### src/rtl/flappy_pkg.sv
// Shared game geometry, physics constants and game-state encoding for the flappy dot.
// The drawer and pipe logic import this package so that every block uses the same field geometry.
package flappy_pkg;

  localparam int Y_W      = 7;
  localparam int V_W      = 5;
  localparam int Y_START  = 60;
  localparam int Y_MAX    = 119;
  localparam int GRAVITY  = 1;
  localparam int FLAP_VEL = -3;
  localparam int V_MAX    = 3;

  typedef enum logic [1:0] {
    IDLE = 2'd0,
    PLAY = 2'd1,
    DEAD = 2'd2
  } game_state_e;

endpackage

### src/rtl/rise_edge.sv
// Registered rising-edge detector. The edge output is combinational on the current input,
// so a press is seen in the same cycle that it arrives.
module rise_edge (
  input  logic clk_i,
  input  logic reset_i,
  input  logic d_i,
  output logic edge_o
);

  logic d_q;

  // Previous-cycle sample of the input.
  always_ff @(posedge clk_i) begin
    if (reset_i) begin
      d_q <= 1'b0;
    end else begin
      d_q <= d_i;
    end
  end

  assign edge_o = d_i & ~d_q;

endmodule

### src/rtl/dot_physics.sv
// Vertical motion engine for the flappy dot: gravity, flap impulse, collision detection,
// the IDLE/PLAY/DEAD game state, and the moved strobe that tells the drawer to redraw the dot.
module dot_physics
  import flappy_pkg::*;
(
  input  logic           CLOCK_50,
  input  logic           reset,
  input  logic           tick,
  input  logic           flap,
  input  logic           start,
  output logic [Y_W-1:0] dot_y,
  output logic           moved,
  output logic           alive,
  output logic           game_over
);

  game_state_e            state_q;
  logic [Y_W-1:0]         dot_y_q;
  logic signed [V_W-1:0]  vel_q;
  logic                   pend_q;
  logic                   moved_q;
  logic                   alive_q;
  logic                   game_over_q;

  logic                   flap_edge;
  logic signed [V_W:0]    vel_inc_d;
  logic signed [V_W-1:0]  vel_d;
  logic signed [Y_W+1:0]  ny_d;

  rise_edge u_flap_edge (
    .clk_i   (CLOCK_50),
    .reset_i (reset),
    .d_i     (flap),
    .edge_o  (flap_edge)
  );

  // Next velocity and candidate position; the position is evaluated two bits wider so it cannot wrap.
  always_comb begin
    vel_inc_d = $signed({vel_q[V_W-1], vel_q}) + $signed((V_W+1)'(GRAVITY));
    if (pend_q | flap_edge) begin
      vel_d = $signed(V_W'(FLAP_VEL));
    end else if (vel_inc_d > $signed((V_W+1)'(V_MAX))) begin
      vel_d = $signed(V_W'(V_MAX));
    end else begin
      vel_d = vel_inc_d[V_W-1:0];
    end
    ny_d = $signed({2'b00, dot_y_q}) + $signed({{(Y_W+2-V_W){vel_d[V_W-1]}}, vel_d});
  end

  // Game state machine with registered outputs.
  always_ff @(posedge CLOCK_50) begin
    if (reset) begin
      state_q     <= IDLE;
      dot_y_q     <= Y_W'(Y_START);
      vel_q       <= '0;
      pend_q      <= 1'b0;
      moved_q     <= 1'b0;
      alive_q     <= 1'b0;
      game_over_q <= 1'b0;
    end else begin
      case (state_q)
        IDLE: begin
          moved_q <= 1'b0;
          if (start) begin
            state_q <= PLAY;
            vel_q   <= '0;
            pend_q  <= 1'b0;
            alive_q <= 1'b1;
          end
        end
        PLAY: begin
          if (tick) begin
            vel_q   <= vel_d;
            pend_q  <= 1'b0;
            moved_q <= 1'b1;
            if (ny_d < $signed((Y_W+2)'(0))) begin
              dot_y_q     <= '0;
              state_q     <= DEAD;
              alive_q     <= 1'b0;
              game_over_q <= 1'b1;
            end else if (ny_d >= $signed((Y_W+2)'(Y_MAX))) begin
              dot_y_q     <= Y_W'(Y_MAX);
              state_q     <= DEAD;
              alive_q     <= 1'b0;
              game_over_q <= 1'b1;
            end else begin
              dot_y_q <= ny_d[Y_W-1:0];
            end
          end else begin
            moved_q <= 1'b0;
            if (flap_edge) begin
              pend_q <= 1'b1;
            end
          end
        end
        DEAD: begin
          if (start) begin
            state_q     <= IDLE;
            dot_y_q     <= Y_W'(Y_START);
            vel_q       <= '0;
            pend_q      <= 1'b0;
            moved_q     <= 1'b1;
            game_over_q <= 1'b0;
          end else begin
            moved_q <= 1'b0;
          end
        end
        default: begin
          state_q     <= IDLE;
          moved_q     <= 1'b0;
          alive_q     <= 1'b0;
          game_over_q <= 1'b0;
        end
      endcase
    end
  end

  assign dot_y     = dot_y_q;
  assign moved     = moved_q;
  assign alive     = alive_q;
  assign game_over = game_over_q;

endmodule

### config.mk
export PLATFORM = sky130hd
export DESIGN_NAME = dot_physics
export DESIGN_NICKNAME = d
export VERILOG_FILES = /design/src/rtl/flappy_pkg.sv /design/src/rtl/rise_edge.sv /design/src/rtl/dot_physics.sv
export SDC_FILE = /design/constraint.sdc
export NUM_CORES = 1
export LEC_CHECK = 0
export CAP_MARGIN = 5
export CELL_PAD_IN_SITES_DETAIL_PLACEMENT = 0
export CELL_PAD_IN_SITES_GLOBAL_PLACEMENT = 1
export CORE_UTILIZATION = 42
export DETAILED_ROUTE_END_ITERATION = 6
export MAX_ROUTING_LAYER = met4
export PLACE_DENSITY_LB_ADDON = 0.1
export SETUP_SLACK_MARGIN = 0.5
export SLEW_MARGIN = 15
export SYNTH_ARGS = -nofsm -noshare
export SYNTH_HDL_FRONTEND = slang
export SYNTH_HIERARCHICAL = 1
export SYNTH_SLANG_ARGS = --single-unit
### constraint.sdc
create_clock -name CLOCK_50 -period 4.5 [get_ports CLOCK_50]
set_clock_uncertainty 0.1 [all_clocks]
set_input_delay 1.125 -clock CLOCK_50 [delete_from_list [all_inputs] [get_ports CLOCK_50]]
set_output_delay 1.125 -clock CLOCK_50 [all_outputs]
set_load 0.01 [all_outputs]
# Word-level counts from Yosys, hierarchy flattened
# Cells that the tools add are included.
[totals] n_memories=0 ramBits=0 mem_bits_ro=0 in_bits=5 reg_bits=19 latch_bits=0
[op_classes] addsub=2 order_cmp=3 div_mod_pow=0 n_reduce_logical=10 bitwise_logic=5 mul=0 n_mux=32 n_eq_ne=8 n_shift=0
[ops] operator="$mux W7" n=4
[ops] operator="$mux W5" n=4
[ops] operator="$pmux W7 S2" n=1
[ops] operator="$mux W1" n=12
[ops] operator="$reduce_and A4 Y1" n=3
[ops] operator="$mux W2" n=5
[ops] operator="$pmux W5 S2" n=1
[ops] operator="$add A8 B5 Y9" n=1
[ops] operator="$ge A9 B8 Y1 const B" n=1
[ops] operator="$lt A9 B1 Y1 const B" n=1
[ops] operator="$reduce_and A3 Y1" n=3
[ops] operator="$add A5 B2 Y6 const B" n=1
[ops] operator="$gt A6 B3 Y1 const B" n=1
[ops] operator="$ne A2 B2 Y1 const B" n=3
[ops] operator="$ne A3 B3 Y1 const B" n=2
[ops] operator="$pmux W1 S3" n=2
[ops] operator="$pmux W2 S3" n=1
[ops] operator="$pmux W1 S2" n=2
[ops] operator="$reduce_bool A2 Y1" n=2
[ops] operator="$not A1 Y1" n=3
[ops] operator="$eq A2 B1 Y1 const B" n=1
[ops] operator="$eq A2 B2 Y1 const B" n=1
[ops] operator="$logic_not A2 Y1" n=1
[ops] operator="$ne A2 B1 Y1 const B" n=1
[ops] operator="other kinds (3)" n=3

# Longest topological paths before layout
# Gate-level depths: netlist of run 1.
[depth] ltp_word=10 ltp_mapped=15

# Hierarchy
# Netlist of run 1, hierarchy kept.
[modules_own_cells] module="dot_physics" seq_area_each_um2=360.3 instances=1 area_each_um2=1361.3 cells_per_inst=170
[modules_own_cells] module="rise_edge" seq_area_each_um2=20.0 instances=1 area_each_um2=47.5 cells_per_inst=3

# Worst setup path after synthesis of run 1
# No wires, ideal clock.
[synth_timing] kind="input-to-reg" startpoint="in flap" endpoint="reg dot_y_q[3] (netlist: dot_y[3])" t_arrival_ns=3.529 path_buffers=0 path_slack_ns=0.802 cell_stages=11 required_time_ns=4.330 setup_time_ns=0.070 cell_sequence="nor2b_4 > nor2_1 > a21boi_0 > ha_1 > a211oi_1 > nor2_1 > o32ai_2 > xor2_2 > o211ai_2 > or3_1 > a21oi_1"
[synth_between] elab_chain_len=9 elab_cells_between_ends=10
[synth_lines] element="start, declared" line="dot_physics.sv:9" rtl="input logic flap,"
[synth_lines] element="$and A1 B1 Y1 (*)" line="rise_edge.sv:21" rtl="assign edge_o = d_i & ~d_q;"
[synth_lines] element="$or A1 B1 Y1 (*)" line="dot_physics.sv:40" rtl="if (pend_q | flap_edge) begin"
[synth_lines] element="$mux W5 (*)" line="dot_physics.sv:40"
[synth_lines] element="$add A8 B5 Y9 (*)" line="dot_physics.sv:47" rtl="ny_d = $signed({2'b00, dot_y_q}) + $signed({{(Y_W+2-V_W){vel_d[V_W-1]}}, vel_d});"
[synth_lines] element="$ge A9 B8 Y1" line="dot_physics.sv:81" rtl="end else if (ny_d >= $signed((Y_W+2)'(Y_MAX))) begin"
[synth_lines] element="$mux W7" line="dot_physics.sv:81"
[synth_lines] element="$mux W7 (*)" line="dot_physics.sv:76" rtl="if (ny_d < $signed((Y_W+2)'(0))) begin"
[synth_lines] element="$mux W7 (*)" line="dot_physics.sv:72" rtl="if (tick) begin"
[synth_lines] element="$pmux W7 S2 (*)" line="dot_physics.sv:61" rtl="case (state_q)"
[synth_lines] element="end signal, assigned" line="dot_physics.sv:82" rtl="dot_y_q <= Y_W'(Y_MAX);"
[synth_lines] element="end signal, assigned" line="dot_physics.sv:87" rtl="dot_y_q <= ny_d[Y_W-1:0];"
[synth_lines] element="end signal, assigned" line="dot_physics.sv:99" rtl="dot_y_q <= Y_W'(Y_START);"
[synth_lines] element="end, declared" line="dot_physics.sv:18" rtl="logic [Y_W-1:0] dot_y_q;"
# Mark *: on every way between the ends. The rest lies on a longest branch, timed or not. The select of a mux whose other input is x is not followed.
# A chain may end at the register's enable or synchronous reset.

# Worst setup path after layout of run 1
[layout_timing] startpoint="in flap" endpoint="reg dot_y_q[3] (netlist: dot_y[3])"
[layout_between] elab_chain_len=9 elab_cells_between_ends=10
[layout_lines] element="$and A1 B1 Y1 (*)" line="rise_edge.sv:21"
[layout_lines] element="via flap_edge" line="dot_physics.sv:25" rtl="logic flap_edge;"
[layout_lines] element="$or A1 B1 Y1 (*)" line="dot_physics.sv:40"
[layout_lines] element="$mux W5 (*)" line="dot_physics.sv:40"
[layout_lines] element="$add A8 B5 Y9 (*)" line="dot_physics.sv:47"
[layout_lines] element="$ge A9 B8 Y1" line="dot_physics.sv:81"
[layout_lines] element="$mux W7" line="dot_physics.sv:81"
[layout_lines] element="$mux W7 (*)" line="dot_physics.sv:76"
[layout_lines] element="$mux W7 (*)" line="dot_physics.sv:72"
[layout_lines] element="$pmux W7 S2 (*)" line="dot_physics.sv:61"
# The timed path passes the listed nets; every way through them passes the cells marked *. The select of a mux whose other input is x is not followed.

==> impl_metrics.yaml, run 1 <==
outcome:
  status: "complete, no violations"
synthesis:
  synth_top_area_frac: 0.270
  synth-simple-area-share: 0.208
  yosysTopAreaCell: "dfxtp_1"
  synth_xor_area_frac: 0.0426
  synth_area_per_cell_um2: 8.14
  synthDistinctLibCells: 42
  synth_top_family_by_area: "compound AO/OA/AOI/OAI gates"
  ys_warn_count: 6
  muxShareOfSynthArea: 0.0142
  netlist_instances: 173
  ys_ff_latch: 19
  synth-adder-area-share: 0.139
  syn_nets: 193
  syn-cell-area_um2: 1410
  synth-seq-area-share: 0.270
  synth_compound_area_frac: 0.279
  synth.area.top_cells: "dfxtp_1, ha_1, nor2_1"
sta:
  hold_viol_final: 0
  slew_violations: 0
  period_minus_slack_ps: 3880
  fmax_mhz: 258
  period_share: 0.861
  worst_pin_slew_ps: 733
  max-slew-margin-rel: 0.510
  rsz0062_at_grt: "false"
  whs_ps: 401
  setup_viol: 0
route:
  vias: 1302
  wl_mm: 3.27
  drc: 0
  avgViaCountPerCell: 5.54
  antenna_left: 0
  post_drt_wl_per_cell_um: 13.9
  drt-initial-drc-count: 66
  drt_pass1_iterations: 4
die:
  die_y_um: 59.9
  num_rows: 20
  ios: 15
  core_um2: 3130
  die_area_um2: 3590
  die_w_um: 59.9
  initial_core_util: 0.450
global_route:
  antenna_found_initial: 0
  overflow: 0
  grt_max_degree: 20
  grt_use_total: 0.205
  grt_pass1_wl_mm: 5.40
  grt_pass1_vias: 1186
flow_run:
  maxCapViolations: 0
cts:
  cts_inserted_buffers: 3
  cts_tree: "yes"
  clk_pin_slew_ps: 110
  ctsLongestPathBuffers: 2
  cts_max_level: 1
  cts-root-buf: "clkbuf_4"
  clkLatencyLatePin_ps: 290
  clock_sinks: 19
  postCtsHoldBufs: 0
worst_hold_path:
  min_to: "dot_y[0]"
  hold_class: "reg2reg"
  hold_start: "dot_y[0]"
  hold_depth: 2
power_and_ir_drop:
  power_density_nw_per_um2: 775
  power_uw: 1310
  vdd_drop_max_mv: 0.317
  p_leak_uw: 0.000653
place:
  gp_congestion: 0.879
  hpwl_mm: 2.44
  numPortBuffers: 14
worst_setup_path:
  critPathTopFamily: "compound AO/OA/AOI/OAI gates"
  timing.rr.end: "dot_y[3]"
  cp_max_fo: 6
  cp.buffers_inverters: 2
  critPathCaptureType: "register"
  rrSetupSlack_ps: 890
  rr_startpoint: "vel_q[0]"
  worstRegToRegCells: 15
  startpoint_type: "input port"
  crit_slowest_cell: "clkdlybuf4s50_1"
  critPathKind: "in2reg"
  crit_chain: "clkdlybuf4s50_1 -> nor2b_4 -> nor2_4 -> nand3_1 -> ha_2 -> inv_1 -> fa_2 -> nor2b_2 -> o31a_1 -> o21ba_2 -> xnor2_2 -> o211ai_4 -> or3_1 -> a21oi_1"
  cp_data_required_time_ps: 4640
  worst_ep_arrival_time_ps: 4010
  critical-path-max-stage-delay_ps: 430
finish:
  antenna_cells: 0
  final_nets: 212
  final_layout_size_suffix_gt1_frac: 0.147
  post-route-util: 0.540
  syn_to_final_growth_pct: 20.0
per-stage QoR:
| step | instance area, um2 | setup slack [ps] | setup TNS, ps | cells |
|---|---|---|---|---|
| after floorplan | 1410 | 802 | 0 | 173 |
| after global placement | 1590 | 32.9 | 0 | 229 |
| after detailed placement | 1590 | -71.3 | -131 | 229 |
| after CTS | 1640 | 513 | 0 | 234 |
| after global routing | 1690 | 500 | 0 | 235 |
| final | 1690 | 625 | 0 | 235 |
cell type report:
class                      count  area, um2
sequential                    19        380
timing repair buffer          17        163
fill                         305       1440
tap                           44       55.1
multi-input combinational    139       1020
inverter                      12       45.0
clock inverter                 1       5.00
clock buffer                   3       22.5
routing by layer:
layer	up-vias	wire [um]	GRT usage
li1	658	-	-
met2	24	1640	0.337
met1	618	1550	0.266
met5	-	0	-
met4	0	19	0.0432
met3	2	63	0.0325
cell usage in the layout, fill, tap and decap left out, drive strengths merged, types with 5 or more instances in the layout:
cell and instances:
nor2 20, dfxtp 19, o21ai 15, clkdlybuf4s50 14
ha 14, a21oi 13, inv 12, nand2 11
a22oi 7, a211oi 6, nor3 5
cells in the mapped netlist:
library cell,count
nor2_1,20
dfxtp_1,19
o21ai_0,15
ha_1,14
a21oi_1,13
inv_1,12
nand2_1,10
a22oi_1,7
a211oi_1,6
nor3_1,5
nand2b_1,4
nand3_1,4
xnor2_1,4
a21o_1,3
a31oi_1,3
or2_2,3
mux2i_1,2
nor2b_1,2
nor2b_4,2
o21a_1,2
o21ba_2,2
a21boi_0,1
a2bb2oi_1,1
buf_4,1
clkbuf_1,1
clkdlybuf4s50_2,1
fa_1,1
nand2_2,1
nand4_1,1
nor3b_1,1
nor4_1,1
o211ai_1,1
o211ai_2,1
o21bai_1,1
o31a_1,1
o31a_2,1
o32ai_2,1
or3_1,1
or3_4,1
or4_1,1
xor2_1,1
xor2_2,1
logic make-up (layout without fill, tap and decap cells):
group	after synthesis	in the layout
AOI/OAI and AO/OA	59	59
xor gates and xnor gates	6	6
adders and majority gates	15	15
buffers and inverters	15	33
DFF	19	19
muxes	2	2
and+or+nand+nor	57	57
report_power, final:
group          total [uW]  switching (uW)  internal, uW
logic                 945             520           425
clock network        87.9            54.9          33.1
registers             277            54.9           222
total                1310             629           681
worst min-delay path, delay by kind of cell, from the launching register on:
kind / cells / cell delay, ps
simple gates: 1 / 50
compound gates: 1 / 70
flops: 1 / 340
how the worst max path moves through the flow:
stage               startpoint    endpoint  slack [ps]  depth (start not counted)
floorplan                 flap    dot_y[3]         800                         11
detailed placement        flap    dot_y[3]         -70                         12
CTS                       flap    dot_y[3]         510                         14
global route              flap  state_q[1]         500                         14
global placement          flap    dot_y[3]          30                         12
finish                    flap    dot_y[3]         620                         14
state kept, by name (all words and copies together) (netlist names):
register,flops
dot_y,7
vel_q,5
state_q,2
alive,1
game_over,1
moved,1
pend_q,1
u_flap_edge/d_q,1
what timing repair did:
item                       in CTS  in global routing
gates resized for setup         5                  8
pin swaps                       1                  2
buffers inserted                1                  1
hold endpoints to repair        0                  0
setup endpoints to repair      10                 10
No activity file was read; power rests on OpenSTA's default activity.
==> run 2: changes to the inputs <==
- CTS_CLUSTER_DIAMETER: not set -> 120
- SETUP_SLACK_MARGIN: 0.5 -> not set
==> run 2 against run 1 <==
Critical path depth stayed put. Largest cell class unchanged. Highest routed layer unchanged. Design area down 4.4%. Fmax fell by 7.7%. Cell count shrank 0.85%.
==> impl_metrics.yaml, run 2 (synthesized netlist as in run 1, its figures left out) <==
sta:
  rsz0062_at_grt: "false"
  fmax_mhz: 238
  slew_violations: 0
  max-slew-margin-rel: 0.514
  period_share: 0.933
  worst_pin_slew_ps: 726
  period_minus_slack_ps: 4200
  tns_ps: 0
  whs_ps: 388
  setup_viol: 0
  hold_viol_final: 0
global_route:
  grt_pass1_vias: 1167
  grt_max_degree: 20
  overflow: 0
  antenna_found_initial: 0
  grt_pass1_wl_mm: 5.33
  grt.busiest_layer: "met2"
  globalRouteMet1Util: 0.264
  met2_usage: 0.329
  grt_use_total: 0.202
  met3_usage: 0.0325
worst_setup_path:
  critPathCaptureType: "register"
  path_depth: 14
  cp_max_fo: 6
  critPathKind: "in2reg"
  worst_ep_arrival_time_ps: 4340
  crit_slowest_cell: "clkdlybuf4s50_1"
  startpoint_type: "input port"
  crit_chain: "clkdlybuf4s50_1 -> nor2b_4 -> nor2_1 -> nand3_1 -> ha_1 -> inv_1 -> fa_1 -> nor2b_1 -> o31a_1 -> o21ba_2 -> xnor2_1 -> o211ai_2 -> or3_1 -> a21oi_1"
  critPathTopFamily: "simple AND/OR/NAND/NOR gates"
  cp.buffers_inverters: 2
  worstRegToRegCells: 15
  critical-path-max-stage-delay_ps: 430
  cp_data_required_time_ps: 4640
cts:
  cts_tree: "yes"
  cts_setup_buffers: 0
  postCtsHoldBufs: 0
  clkLatencyLatePin_ps: 290
  cts_max_level: 1
  cts_inserted_buffers: 3
  clk_pin_slew_ps: 110
  cts-root-buf: "clkbuf_4"
  clock_sinks: 19
  ctsLongestPathBuffers: 2
worst_hold_path:
  hold_class: "reg2reg"
  hold_depth: 2
route:
  wl_mm: 3.15
  post_drt_wl_per_cell_um: 13.5
  drt-initial-drc-count: 54
  antenna_left: 0
  avgViaCountPerCell: 5.47
  drc: 0
  drt_pass1_iterations: 5
  vias: 1275
die:
  die_w_um: 59.9
  die_area_um2: 3590
  initial_core_util: 0.450
  core_um2: 3130
  ios: 15
  num_rows: 20
  die_y_um: 59.9
finish:
  most-common-layout-cells: "nor2_1, dfxtp_1, o21ai_0"
  antenna_cells: 0
  largest_register_ffs: 7
  layout_commonest_cell: "nor2_1"
  seqCellArea_um2: 380
  fin_area_um2: 1620
  final_layout_size_suffix_gt1_frac: 0.0952
  final_cell_count_no_fill: 233
  syn_to_final_growth_pct: 14.7
  final_nets: 210
  post-route-util: 0.517
  multi_input_area_um2: 961
  n_fill_cell: 311
flow_run:
  maxCapViolations: 0
power_and_ir_drop:
  switching_share: 0.480
  vdd_drop_max_mv: 0.307
  p_leak_uw: 0.000630
  clkPwrFrac: 0.074
  p_sw_uw: 569
  p_comb_frac: 0.694
  p_int_uw: 617
  power_density_nw_per_um2: 733
  p_seq_frac: 0.232
place:
  numPortBuffers: 14
  dp_cells: 229
  hpwl_mm: 2.44
  gp_congestion: 0.879
  dpl-instance-area_um2: 1590
outcome:
  status: "complete, no violations"
==> run 2: area by class of cell <==
type / count / area share
well taps: 44 / 0.0341
inverters: 12 / 0.0279
clock buffers: 3 / 0.0139
multi-input cells: 139 / 0.594
flip-flops and latches: 19 / 0.235
clock inverters: 1 / 0.00310
repair buffers: 15 / 0.0913
==> run 2: stage by stage <==
step	total power [uW]	setup slack [ps]
floorplan	879	802
global placement	1090	32.9
detailed placement	1090	-71.3
CTS	1190	224
global route	1300	114
finish	1190	301
==> run 2: routing by layer <==
metal  routed length [um]  share of wire  vias up
met5                    0              0        -
met4                   19         0.0060        0
met3                   76          0.024        2
met2                 1510           0.48       26
met1                 1540           0.49      595
li1                     -              -      652
==> run 2: power groups by stage <==
| stage | registers, uW | logic (uW) | clock network, uW |
|---|---|---|---|
| after floorplan | 285 | 594 | 0 |
| after global placement | 279 | 806 | 0 |
| after detailed placement | 280 | 811 | 0 |
| after CTS | 276 | 818 | 93.6 |
| after global routing | 284 | 917 | 101 |
| final | 275 | 823 | 87.3 |
==> run 2: worst register-to-register path, cell delays in order (launching register included) <==
cell and delay, ps:
dfxtp_1 400, ha_1 270, nor2b_1 160, a21oi_1 150
a2bb2oi_1 240, nand3_1 160, ha_1 250, inv_1 70
fa_1 190, nor2b_1 60, o31a_1 270, o21ba_2 230
xnor2_1 350, o211ai_2 250, or3_1 370, a21oi_1 130
==> run 2: repair_timing <==
item | 4_1_cts | 5_1_grt
resized for setup | 0 | 1
endpoints found under the setup margin | 0 | 1
endpoints found under the hold margin | 0 | 0
==> run 2: path summary, 6_finish.rpt <==
kind	from	endpoint	slack, ps
setup / recovery	flap	dot_y[3]	300
hold / removal	pend_q	pend_q	390
setup reg to reg	vel_q[0]	dot_y[3]	790
hold reg to reg	pend_q	pend_q	390
==> edit 1, RTL diff (config.mk and constraints of run 2) <==
Register the output `dot_y` once more; this adds one clock of latency there. The other outputs are not delayed to match.
--- a/src/rtl/dot_physics.sv
+++ b/src/rtl/dot_physics.sv
@@ -117,3 +117,5 @@
 
-  assign dot_y     = dot_y_q;
+  always_ff @(posedge CLOCK_50) begin
+    dot_y <= dot_y_q;
+  end
   assign moved     = moved_q;
Formal check against the unedited RTL: not equivalent (Yosys sat finds a counterexample within 4 cycles, from zero or initial values and one cycle with reset high).
==> edit 1 against run 2 <==
- power is 12% higher
- area after synthesis is 17% higher
- non-clock buffer count is 12 higher
- wire length is 24% higher
- global-route usage is 0.50 points higher
- setup slack got worse by 0.023 ns
- sequential cell count increased by 7
- final area grew 25%
- largest power group unchanged
==> edit 1: results (changes against run 2) <==
The via count of the first global-routing pass was 1393 (+19%). In the post-synthesis netlist, the biggest area contributors are dfxtp_1 31%, ha_1 11%, nor2_1 5.2%. The total track usage came out at 20.7% (+0.50 points). The final period demand of the worst path is 4.22 ns (+0.0232 ns). The synthesized area divided by synthesized cell count came out at 8.53 sq um (+4.7%). The cell area after placement came out at 1940 sq um (+22%). The number of distinct library cell variants in the gate-level netlist after synthesis came out at 50 (+19%). The static leakage is 0.831 nW (+32%). The detailed-placement wirelength estimate was 3120 um (+28%). The clock latency of the later-clocked register in the worst-skew pair is 0.27 ns (-0.02 ns).

The first-pass GRT wire length came out at 6490 um (+22%). The maximum buffer depth of the clock tree is 2 (unchanged). In this run the critical register-to-register path is launched from vel_q[0]. The number of vias after detailed routing came out at 1525 (+20%).

The minimum setup slack among reg-to-reg paths is 0.66 ns (-0.13 ns). The number of warning messages in the yosys log is 6 (unchanged). The layout filler cell count is 368 (+18%). The largest fanout of any net on the critical path was 6 (unchanged). The routed wirelength normalized by instance count came out at 14.5 um (+7.0%).

Counting instances in the post-synthesis netlist gives the leading cell types as 26 x dfxtp_1, 23 x nor2_1, 15 x nand2_1. The internal portion of total power came out at 0.000766 W (+24%). The number of buffer cells added on primary ports came out at 14 (unchanged).

The final net count is 244 (+16%). The post-placement cell count came out at 267 (+17%). The placer's final routability congestion estimate came to 0.863 (-1.8%).

The clock transition at the registers of the reported paths is 0.09 ns (-0.02 ns). The maximum level of the CTS H-tree was 1 (unchanged). The synthesized netlist net count is 214 (+11%). The slew at the pin with the worst max-slew slack is 0.637 ns (-0.0896 ns). The worst setup timing slack at the placement stage was -0.0296 ns (+0.0417 ns).

The number of buffers created by CTS is 3 (unchanged). The share of final-layout standard cells stronger than drive strength 1 came out at 11.7% (+2.1 points). The maximum VDD drop is 0.000326 V (+6.0%).

The flow ran to the end, and the final reports show no timing, DRC or antenna violations. The worst min-delay path category is reg -> reg. The starting DRC count in detailed routing is 112 (+110%). In this run the worst setup path begins at flap. The largest registers in the layout are dot_y: 7 flops, dot_y_q: 7 flops, vel_q: 5 flops. The root buffer selected by CTS is clkbuf_8.

The vias per cell is 5.63 (+2.8%). The number of iterations in the first detailed-routing pass came out at 4 (-1). The count of inserted antenna diode cells is 0 (unchanged). The post-CTS setup repair buffer count is 0 (unchanged). The critical path data arrival time was 4.29 ns (-0.05 ns). The async set or reset register ratio after synthesis is 0% (unchanged). The largest net degree at the start of global routing is 16 (-20%).

The flip-flop and latch area is 520 sq um (+37%). The worst hold slack came to 0.279 ns (-0.109 ns). In this run the most critical hold path is launched from dot_y_q[3]. The sequential share of the synthesized area is 31.5% (+4.5 points).
[edit 1: repair_timing]
item | 4_1_cts | 5_1_grt
gates resized for setup | 0 | 1
endpoints found under the setup margin | 0 | 3
endpoints found under the hold margin | 0 | 0
[edit 1: worst max-delay path, stage by stage]
cell and delay, ns:
clkdlybuf4s50_1 0.42, nor2b_4 0.13, nor2_1 0.19, a21boi_0 0.21
buf_4 0.14, inv_1 0.05, fa_1 0.41, nand2b_1 0.18
a21oi_1 0.26, o41ai_1 0.17, and2_2 0.25, mux2i_4 0.25
buf_4 0.17, nor2_1 0.04, o311ai_0 0.29
[edit 1: power groups by stage]
stage	Sequential [W]	Clock, W	Combinational, W
2_1_floorplan	0.000342	0	0.000514
3_3_place_gp	0.000337	0	0.000773
3_5_place_dp	0.000341	0	0.000789
4_1_cts	0.000335	0.000199	0.000793
5_1_grt	0.000343	0.000211	0.000886
6_report	0.000335	0.000195	0.000800
[edit 1: kinds of logic after synthesis]
family                     synth area share, %
and+or+nand+nor                           22.1
DFF                                       31.5
buffers and inverters                     3.48
AOI/OAI and AO/OA                         24.1
muxes                                     3.86
xor gates and xnor gates                  3.18
adders and majority gates                 11.8
[edit 1: metal layers]
layer	part of all wire, %	track usage [%]	wire length [um]
met5	0	-	0
met3	3.9	2.64	152
met4	1.9	8.33	74
met2	49	34.4	1910
met1	46	25.3	1780
[edit 1: final cells by class]
type                            instances  area share (%)
Clock buffer                            3            2.05
Sequential cell                        26            25.8
Inverter                               13            2.42
Tap cell                               48            2.98
Timing Repair Buffer                   27            11.8
Clock inverter                          1            1.49
Multi-Input combinational cell        153            53.5
[edit 1: path summary, 6_finish.rpt]
kind	endpoint	depth (start not counted)
setup reg to reg	state_q[0]	14
hold reg to reg	dot_y[3]	0
setup / recovery	state_q[0]	15
hold / removal	dot_y[3]	0
==> edit 2, RTL diff (flow settings as in run 2) <==
Without the edit above. The package constant `Y_W` goes from 7 to 9.
--- a/src/rtl/flappy_pkg.sv
+++ b/src/rtl/flappy_pkg.sv
@@ -4,3 +4,3 @@
 
-  localparam int Y_W      = 7;
+  localparam int Y_W      = 9;
   localparam int V_W      = 5;
Ports: changed (resized dot_y); port bits go from 15 to 17. The function was not compared with the original's and may differ.
==> edit 2 against run 2 <==
- worst hold slack worse by 0.021 ns
- setup slack better by 0.0068 ns
- sequential cell count is 2 higher
- critical path depth is 1 higher
- core utilization is 1.4 points higher
- sequential power is 3% lower
- wire length is 12% higher
- final area is 11% higher
- register-to-register slack worse by 0.17 ns
- area after synthesis is 7.6% higher
- power is 18% lower
==> edit 2: results (changes against run 2) <==
The number of buffers created by CTS came out at 3 (unchanged). The commonest cells after synthesis are 22 x nand2_1, 21 x dfxtp_1, 18 x nor2_1. The vias per cell was 5.44 (-0.54%). The first-pass GRT wire length came out at 5710 um (+7.3%). The number of vias after detailed routing came to 1377 (+8.0%). The slew at the pin with the worst max-slew slack is 0.688 ns (-0.0387 ns).

The static leakage is 0.733 nW (+16%). The number of distinct library cell variants in the gate-level netlist after synthesis came out at 44 (+4.8%). The final net count is 230 (+9.5%). The placer's final routability congestion estimate was 0.923 (+5.1%).

The number of iterations in the first detailed-routing pass came to 4 (-1). The routed wirelength normalized by instance count came to 13.9 um (+3.1%). The prevailing post-synth register cell is dfxtp_1. The critical path data arrival time is 4.36 ns (+0.02 ns). The maximum buffer depth of the clock tree came out at 2 (unchanged).

The maximum VDD drop is 0.000217 V (-29%). The synthesized netlist net count came out at 205 (+6.2%). The hold violation total from the final report was 0 (unchanged).

The layout filler cell count is 307 (-1.3%). The starting DRC count in detailed routing is 120 (+120%). The root buffer selected by CTS is clkbuf_4. The worst setup timing slack at the placement stage came to -0.111 ns (-0.0397 ns). The flow ran to the end, and the final reports show no timing, DRC or antenna violations. The number of flip-flops under the largest register name is 9 (+2). The via count of the first global-routing pass came to 1253 (+7.4%). The largest fanout of any net on the critical path is 7 (+1).

The total track usage was 20.9% (+0.73 points). The async set or reset register ratio after synthesis came out at 0% (unchanged). The post-placement cell count is 249 (+8.7%).

The count of inserted antenna diode cells came out at 0 (unchanged). The tightest min-delay check is of the reg -> reg type. The share of final-layout standard cells stronger than drive strength 1 is 10.1% (+0.62 points). The synthesized area divided by synthesized cell count is 8.29 sq um (+1.8%).

The sequential share of the synthesized area is 27.7% (+0.72 points). Sorting the synthesized cells by area gives the leading types as dfxtp_1 28%, ha_1 13%, nand2_1 5.4%. The detailed-placement wirelength estimate came out at 2690 um (+10%). On the worst path, the slowest cell contributes a delay of 0.42 ns. The clock transition at the registers of the reported paths is 0.13 ns (+0.02 ns). The number of warning messages in the yosys log is 6 (unchanged). The maximum level of the CTS H-tree is 1 (unchanged). The largest net degree at the start of global routing came out at 20 (unchanged). The clock latency of the later-clocked register in the worst-skew pair was 0.31 ns (+0.02 ns). The largest individual stage delay along the critical path comes from the cell clkdlybuf4s50_1. The number of buffer cells added on primary ports came to 16 (+2). The initial antenna violation count is 0 (unchanged). The internal portion of total power was 0.000525 W (-15%).
[edit 2: repair_timing]
item	4_1_cts	5_1_grt
setup endpoints to repair	0	1
hold buffers	0	0
setup buffers	0	0
resized for setup	0	1
[edit 2: layout make-up]
cell class,instances,area [sq um],area share [%]
Clock buffer,4,26.3,1.46
Inverter,7,26.3,1.46
Multi-Input combinational cell,153,1060,59.1
Sequential cell,21,420,23.4
Tap cell,46,57.6,3.20
Timing Repair Buffer,22,205,11.4
[edit 2: logic make-up after synthesis]
family	after synthesis	share of synthesized area (%)
fa+ha+maj	17	14.5
mux	2	1.40
xor+xnor	11	6.35
flops	21	27.7
simple gates	68	22.9
compound gates	55	24.9
buf+inv	9	2.23
[edit 2: power groups by stage]
stage | registers, W | logic [W] | clock network (W)
global route | 0.000273 | 0.000685 | 0.000113
floorplan | 0.000272 | 0.000435 | 0
detailed placement | 0.000270 | 0.000611 | 0
finish | 0.000266 | 0.000613 | 0.0000986
CTS | 0.000266 | 0.000615 | 0.000103
global placement | 0.000268 | 0.000612 | 0
[edit 2: worst paths after layout]
kind / start / endpoint / slack, ns / cells after the start
min reg2reg: dot_y[6] / dot_y[6] / 0.37 / 2
max reg2reg: vel_q[0] / alive / 0.62 / 16
min: dot_y[6] / dot_y[6] / 0.37 / 2
max: flap / alive / 0.31 / 15
[edit 2: stage by stage]
step	instance area, sq um	hold WS (ns)	total power [W]	utilization, %
floorplan	1520	0.354	0.000707	-
global placement	1770	0.346	0.000880	52.3
detailed placement	1770	0.351	0.000881	52.3
CTS	1800	0.373	0.000984	53.0
global route	1800	0.404	0.00107	53.0
finish	1800	0.367	0.000978	53.0
[edit 2: critical path: cells and delay by family]
kind	cells	cell delay, ns
adders and majority gates	2	0.62
AOI/OAI and AO/OA	7	1.57
and+or+nand+nor	4	0.48
buffers and inverters	2	0.56
[edit 2: routing by layer]
metal  wire length, um  track usage [%]  vias up
li1                  -                -      713
met1              1720             27.4      637
met2              1680             33.6       23
met3                99             2.48        4
met4                30             6.67        0
met5                 0                -        -
